--- config.mk ---
export PLATFORM = sky130hd
export DESIGN_NAME = serial_tx_flat
export DESIGN_NICKNAME = d
export VERILOG_FILES = /design/src/rtl/serial_tx_if.sv /design/src/rtl/serial_tx.sv /design/src/flat_wrapper.sv
export SDC_FILE = /design/constraint.sdc
export NUM_CORES = 1
export LEC_CHECK = 0
export BUFFER_PORTS_ARGS = -buffer_cell sky130_fd_sc_hd__buf_2
export CORE_ASPECT_RATIO = 1.5
export CORE_MARGIN = 1.5
export CORE_UTILIZATION = 41
export CTS_CLUSTER_DIAMETER = 200
export DETAILED_ROUTE_END_ITERATION = 7
export PLACE_DENSITY_LB_ADDON = 0.2
export SLEW_MARGIN = 30
export SYNTH_ARGS = -nofsm -noshare
export SYNTH_HDL_FRONTEND = slang
export SYNTH_SLANG_ARGS = --single-unit
--- constraint.sdc ---
create_clock -name clk -period 2.4 [get_ports clk]
set_clock_uncertainty 0.15 [all_clocks]
set_input_delay 0.48 -clock clk [delete_from_list [all_inputs] [get_ports clk]]
set_output_delay 0.48 -clock clk [all_outputs]
set_load 0.03 [all_outputs]
--- src/rtl/serial_tx_if.sv ---
// Handshake and serial-line bundle for serial_tx.
// The upstream producer uses the master view; the transmitter uses the slave view.
interface serial_tx_if #(
    parameter int DATA_W = 8
);
    logic              in_valid;
    logic [DATA_W-1:0] in_data;
    logic              in_ready;
    logic              tx;
    logic              busy;
    logic              tx_done;

    modport master (
        output in_valid,
        output in_data,
        input  in_ready,
        input  tx,
        input  busy,
        input  tx_done
    );

    modport slave (
        input  in_valid,
        input  in_data,
        output in_ready,
        output tx,
        output busy,
        output tx_done
    );
endinterface

--- src/rtl/serial_tx.sv ---
// Serial transmitter: accepts one word through a valid/ready handshake and
// sends it as start bit, DATA_W data bits (LSB first), an optional even-parity
// bit and a stop bit, each held for DIV clock cycles. All outputs are registered.
module serial_tx #(
    parameter int DATA_W    = 8,
    parameter int DIV       = 4,
    parameter int PARITY_EN = 1
) (
    input logic         clk,
    input logic         reset,
    serial_tx_if.slave  bus
);

    localparam int CNT_W = $clog2(DIV) + 1;
    localparam int IDX_W = $clog2(DATA_W) + 1;
    localparam logic [CNT_W-1:0] CNT_RELOAD = CNT_W'(DIV - 1);
    localparam logic [IDX_W-1:0] LAST_IDX   = IDX_W'(DATA_W - 1);

    typedef enum logic [2:0] {
        IDLE,
        START,
        DATA,
        PARITY,
        STOP
    } state_t;

    state_t            state;
    logic [CNT_W-1:0]  cnt;
    logic [IDX_W-1:0]  bit_idx;
    logic [DATA_W-1:0] shift;
    logic [DATA_W-1:0] shift_next;
    logic              parity;
    logic              tx_q;
    logic              ready_q;
    logic              done_q;

    assign bus.tx       = tx_q;
    assign bus.in_ready = ready_q;
    assign bus.busy     = ~ready_q;
    assign bus.tx_done  = done_q;

    // Next value of the shift register once the current data bit has been sent.
    always_comb begin
        shift_next = shift >> 1;
    end

    // Frame sequencer: state, bit-period counter, bit index, shift register and line driver.
    always_ff @(posedge clk or posedge reset) begin
        if (reset) begin
            state   <= IDLE;
            cnt     <= '0;
            bit_idx <= '0;
            shift   <= '0;
            parity  <= 1'b0;
            tx_q    <= 1'b1;
            ready_q <= 1'b0;
            done_q  <= 1'b0;
        end else begin
            done_q <= 1'b0;
            case (state)
                IDLE: begin
                    tx_q <= 1'b1;
                    if (ready_q && bus.in_valid) begin
                        shift   <= bus.in_data;
                        parity  <= ^bus.in_data;
                        cnt     <= CNT_RELOAD;
                        bit_idx <= '0;
                        tx_q    <= 1'b0;
                        ready_q <= 1'b0;
                        state   <= START;
                    end else begin
                        ready_q <= 1'b1;
                    end
                end
                START: begin
                    if (cnt == '0) begin
                        cnt     <= CNT_RELOAD;
                        bit_idx <= '0;
                        tx_q    <= shift[0];
                        state   <= DATA;
                    end else begin
                        cnt <= cnt - CNT_W'(1);
                    end
                end
                DATA: begin
                    if (cnt == '0) begin
                        cnt <= CNT_RELOAD;
                        if (bit_idx == LAST_IDX) begin
                            bit_idx <= '0;
                            if (PARITY_EN != 0) begin
                                tx_q  <= parity;
                                state <= PARITY;
                            end else begin
                                tx_q  <= 1'b1;
                                state <= STOP;
                            end
                        end else begin
                            bit_idx <= bit_idx + IDX_W'(1);
                            shift   <= shift_next;
                            tx_q    <= shift_next[0];
                        end
                    end else begin
                        cnt <= cnt - CNT_W'(1);
                    end
                end
                PARITY: begin
                    if (cnt == '0) begin
                        cnt   <= CNT_RELOAD;
                        tx_q  <= 1'b1;
                        state <= STOP;
                    end else begin
                        cnt <= cnt - CNT_W'(1);
                    end
                end
                STOP: begin
                    if (cnt == '0) begin
                        cnt     <= '0;
                        tx_q    <= 1'b1;
                        ready_q <= 1'b1;
                        done_q  <= 1'b1;
                        state   <= IDLE;
                    end else begin
                        cnt <= cnt - CNT_W'(1);
                    end
                end
                default: begin
                    tx_q    <= 1'b1;
                    ready_q <= 1'b0;
                    state   <= IDLE;
                end
            endcase
        end
    end

endmodule

--- src/flat_wrapper.sv ---
// flat-port wrapper written by rule: the top's interface ports become plain ports
module serial_tx_flat 
#(
    parameter int DATA_W    = 8,
    parameter int DIV       = 4,
    parameter int PARITY_EN = 1
)
  (clk, reset, bus_in_valid, bus_in_data, bus_in_ready, bus_tx, bus_busy, bus_tx_done);
  serial_tx_if #(.DATA_W(DATA_W)) bus_i ();
  input logic clk;
  input logic reset;
  input wire logic [$bits(bus_i.in_valid)-1:0] bus_in_valid;
  input wire logic [$bits(bus_i.in_data)-1:0] bus_in_data;
  output wire logic [$bits(bus_i.in_ready)-1:0] bus_in_ready;
  output wire logic [$bits(bus_i.tx)-1:0] bus_tx;
  output wire logic [$bits(bus_i.busy)-1:0] bus_busy;
  output wire logic [$bits(bus_i.tx_done)-1:0] bus_tx_done;
  assign bus_i.in_valid = bus_in_valid;
  assign bus_i.in_data = bus_in_data;
  assign bus_in_ready = bus_i.in_ready;
  assign bus_tx = bus_i.tx;
  assign bus_busy = bus_i.busy;
  assign bus_tx_done = bus_i.tx_done;
  serial_tx #(.DATA_W(DATA_W), .DIV(DIV), .PARITY_EN(PARITY_EN)) u_core (.clk(clk), .reset(reset), .bus(bus_i));
endmodule
# Word-level counts from Yosys, hierarchy flattened
# Index checks and enable logic that the tools add are counted.
# classes
add_sub_neg	2
bitwise	2
n_eq_ne	13
n_reduce_logical	16
muxes	29
# ops
cell	n
$mux 3	9
$mux 8	3
$mux 4	4
$pmux 8 s2	1
$pmux 3 s5	1
$ne 2x1->1 const B	7
$pmux 4 s3	1
$pmux 3 s3	1
$reduce_and 4->1	2
$reduce_xor 8->1	1
$mux 1	7
$eq 3x2->1 const B	2
$logic_not 3->1	2
$reduce_and 2->1	3
$reduce_and 6->1	1
$reduce_bool 3->1	2
$add 4x1->4 const B	1
$eq 4x3->1 const B	1
$pmux 1 s4	1
$eq 3x1->1 const B	1
$eq 3x3->1 const B	1
$pmux 1 s3	1
$reduce_and 3->1	1
$reduce_or 3->1	1
other kinds (6)	7
# word_totals
reg_bits	22
inputBits	11
word_cells	70

# Depth between registers and ports, before layout
# logic_depth
ltp_word	4
depth_mapped	6

# Worst setup path after synthesis
# OpenSTA, ideal clock, no wires.
# synth_path
kind	flip-flop to flip-flop
from	register u_core.state[0]
to	register u_core.shift[0]
setup_slack_ns	0.592
required_ns	2.125
arrival_time_ns	1.533
synth_period_minus_slack_ns	1.808
n_path_buf	2
setup_ns	0.125
stages_incl_launch_ff	6
path_cell_list	dfrtp_1 -> buf_6 -> or3b_1 -> buf_6 -> mux2_4 -> mux2_2
# synth_via
elab_chain_len	3
elab_cells_between_ends	8
cone_classes	eq/ne: 4; mux: 1; reduce/logical: 3
# synth_lines
item	line_no	rtl
from (decl)	serial_tx.sv:27	state_t state;
from (signal assigned)	serial_tx.sv:50	state <= IDLE;
from (signal assigned)	serial_tx.sv:70	state <= START;
from (signal assigned)	serial_tx.sv:80	state <= DATA;
$eq 3x2->1 / $logic_not 3->1 (equally long branches)	serial_tx.sv:60	case (state)
$ne 2x2->1 (no line) (tied with other cells)	--	
$reduce_and 4->1 (no line)	--	
to (signal assigned)	serial_tx.sv:64	shift <= bus.in_data;
to (signal assigned)	serial_tx.sv:99	shift <= shift_next;
to (decl)	serial_tx.sv:30	logic [DATA_W-1:0] shift;
# Parallel ways exist; a longest one is shown, timed or not.
# A chain may end at the register's enable or synchronous reset.

# Worst setup path after layout
# layout_path
from	register u_core.cnt[0]
to	register u_core.shift[1]
# layout_via
elab_chain_len	3
# layout_lines
item	line_no	rtl
from (decl)	serial_tx.sv:28	logic [CNT_W-1:0] cnt;
from (signal assigned)	serial_tx.sv:82	cnt <= cnt - CNT_W'(1);
from (signal assigned)	serial_tx.sv:103	cnt <= cnt - CNT_W'(1);
from (signal assigned)	serial_tx.sv:112	cnt <= cnt - CNT_W'(1);
$logic_not 3->1	serial_tx.sv:86	if (cnt == '0) begin
$ne 2x1->1 (no line)	--	
$reduce_and 4->1 (no line)	--	
# Every way passes these cells.

==> results.sh <==
export IMPL_final_hold_violation_count=0
export IMPL_htree_levels=1
export IMPL_antenna_found_initial=0
export IMPL_clockRootBuffer="clkbuf_8"
export IMPL_grt_ovfl_total=0
export IMPL_dp_cells=178
export IMPL_worst_path_largest_cell_delay_ns=0.43
export IMPL_p_total_w=0.00172
export IMPL_die_h_um=72.4
export IMPL_use_met3=0.0185
export IMPL_holdCritPathClass="input pin to asynchronous set/reset pin"
export IMPL_netlist_instances=127
export IMPL_grt_pass1_vias=985
export IMPL_crit_fanout=8
export IMPL_clk_latency_ns=0.26
export IMPL_gp_congestion=0.757
export IMPL_io_buffer_count=14
export IMPL_path_class="register to register"
export IMPL_n_antenna_cell=0
export IMPL_ys_flop_type="dfrtp_1"
export IMPL_core_area_mm2=0.00310
export IMPL_totalWireLength_mm=2.50
export IMPL_tns_ns=0
export IMPL_crit_path_start_kind="register"
export IMPL_grt_util_all_layers=0.161
export IMPL_postCtsSetupBuffers=0
export IMPL_min_period_ns=1.96
export IMPL_worstMarginPinSlew_ns=0.539
export IMPL_die_area_mm2=0.00357
export IMPL_min_period_over_period=0.817
export IMPL_drtPass1Iterations=4
export IMPL_maxSlewHeadroom=0.641
export IMPL_drt_initial_drc_count=14
export IMPL_ys_seq_elements=22
export IMPL_final_cells=182
export IMPL_use_met1=0.185
export IMPL_io_pins=15
export IMPL_status="complete, no violations"
export IMPL_n_fill_cell=309
export IMPL_report_final_slew_viol_count=0
export IMPL_met2_usage=0.287
export IMPL_syn_num_nets=141
export IMPL_grt_pass1_wl_mm=4.40
export IMPL_clk_pin_slew_ns=0.08
export IMPL_rsz0062_at_grt="false"
export IMPL_power_leakage_nw=0.658
export IMPL_viasPerCell=5.37
export IMPL_powerDensity_mw_per_mm2=1170
export IMPL_grt_start_max_net_pins=23
export IMPL_synth_cell_area_mm2=0.00132
export IMPL_critPathCaptureType="register"
export IMPL_cts_resized=0
export IMPL_utilization=0.474
export IMPL_postCtsHoldBufs=0
export IMPL_multiInputGateArea_um2=694
export IMPL_path_cells="nor2_1 -> ha_1 -> nand2_1 -> nor2_1 -> o21ai_2 -> mux2_2"
export IMPL_synth_distinct_cells=40
export IMPL_numClockSinks=22
export IMPL_timing_critical_path_mode_cell="nor2_1"
export IMPL_wl_per_cell_um=13.7
export IMPL_vias=978
export IMPL_syn_avg_cell_area_um2=10.4
export IMPL_synthArstFlopShare=1.00
export IMPL_cp_arrival_ns=1.96
export IMPL_numCtsBuffers=3
export IMPL_synth_edff_count=0
export IMPL_busiest_layer="met2"
export IMPL_floorplan_initialDensity=0.425
export IMPL_cts_tree="yes"
export IMPL_cp_slowest_cell="dfrtp_1"
export IMPL_row_count=25
export IMPL_dpl_hpwl_mm=1.85
export IMPL_fin_nets=157
export IMPL_die_w_um=49.3
export IMPL_ys_warn_count=0
export IMPL_seqCellArea_um2=552
export IMPL_crit_required_ns=2.40
export IMPL_yosysSeqAreaShare=0.419
export IMPL_ir_drop_mv=0.566
export IMPL_drt_antenna_violating_nets=0
export IMPL_fmaxAchievable_mhz=510
export IMPL_syn2layout_area_growth_pct=11.4
export IMPL_drive_gt1_frac=0.296
export IMPL_max_cap_violations=0
export IMPL_drc=0
export IMPL_cts_path_max_buffers=2
export IMPL_setup_viol=0
export IMPL_whs_ns=0.0835
## path summary, 6_finish.rpt
| check | startpoint | end | slack (ns) | cells after the start |
|---|---|---|---|---|
| max reg2reg | u_core.cnt[0]$_DFFE_PP0P_ | u_core.shift[1]$_DFFE_PP0P_ | 0.44 | 6 |
| min reg2reg | u_core.bit_idx[3]$_DFFE_PP0P_ | u_core.bit_idx[3]$_DFFE_PP0P_ | 0.33 | 1 |
| max | u_core.cnt[0]$_DFFE_PP0P_ | u_core.shift[1]$_DFFE_PP0P_ | 0.44 | 6 |
| max in group asynchronous | reset | u_core.bus.tx$_DFFE_PP1P_ | 1.74 | 3 |
| min | reset | u_core.shift[2]$_DFFE_PP0P_ | 0.08 | 3 |
| min in group clk | u_core.bit_idx[3]$_DFFE_PP0P_ | u_core.bit_idx[3]$_DFFE_PP0P_ | 0.33 | 1 |
## flip-flops by register name (all words and copies together), names as in the netlist
name                 cells
u_core.shift             8
u_core.state             3
u_core.bus.tx_done       1
u_core.bus.in_ready      1
u_core.bus.tx            1
u_core.bit_idx           4
u_core.cnt               3
u_core.parity            1
## layout make-up
cell class,count,share of cell area
repair buffers,19,0.0733
multi-input cells,92,0.473
inverters,5,0.0128
flip-flops and latches,22,0.376
clock buffers,4,0.0307
well taps,40,0.0341
## through the flow
step           setup slack (ns)  cell area [um2]
5_1_grt                   0.252             1470
3_5_place_dp              0.439             1420
6_report                  0.438             1470
2_1_floorplan             0.592             1320
4_1_cts                   0.423             1470
3_3_place_gp              0.494             1420
## cells by family after synthesis
logic type	count (synthesis)	synth area share
compound gates	33	0.169
xor+xnor	8	0.0532
fa+ha+maj	3	0.0285
buf+inv	13	0.0541
flops	22	0.419
mux	15	0.148
simple gates	33	0.128
## worst max-delay path, delay by kind of cell, from the launching register on
family | cells | cell delay (ns)
flip-flops | 1 | 0.43
adder cells (fa/ha/maj) | 1 | 0.31
AO/OA/AOI/OAI | 1 | 0.16
multiplexers | 1 | 0.32
AND/OR/NAND/NOR | 3 | 0.48
## report_power, final
part           internal, W  total (W)  switching, W  leakage (nW)
Combinational     0.000399   0.000857      0.000458         0.364
Sequential        0.000523   0.000620     0.0000968         0.271
Clock             0.000118   0.000240      0.000122        0.0228
Total              0.00104    0.00172      0.000677         0.658
## layer usage
| metal | share of wire | up-vias |
|---|---|---|
| li1 | - | 485 |
| met1 | 0.44 | 469 |
| met2 | 0.51 | 18 |
| met4 | 0.024 | 0 |
| met3 | 0.025 | 6 |
| met5 | 0 | - |
## cell usage after synthesis, types with 2 or more instances
master     number  area, um2
inv_1           5       18.8
nor2b_1         2       12.5
a21oi_1         7       35.0
buf_6           2       22.5
a2111oi_0       2       17.5
o21ai_0         8       40.0
nor2_1          9       33.8
mux2_4          7        105
o22ai_1         2       12.5
clkbuf_1        4       15.0
nand3b_1        2       15.0
buf_4           2       15.0
xnor2_1         8       70.1
nand2b_1        2       12.5
mux2_2          8       90.1
ha_1            3       37.5
nand3_1         3       15.0
nand2_1         9       33.8
dfrtp_1        21        526
## layout by cell type, fill, tap and decap left out, types with 2 or more instances in the layout
cell type  netlist  routed
a2111oi_0        2       2
xnor2_1          8       8
nand3_1          3       3
nand2b_1         2       2
a21oi_1          7       7
nor2_1           9       9
nand2_1          9       9
o21ai_0          8       8
buf_4            2       5
inv_1            5       5
ha_1             3       3
o22ai_1          2       2
buf_2            0      14
clkbuf_8         0       3
mux2_4           7       7
dfrtp_1         21      21
mux2_2           8       8
nand3b_1         2       2
nor2b_1          2       2
No activity file was read; power rests on OpenSTA's default activity.
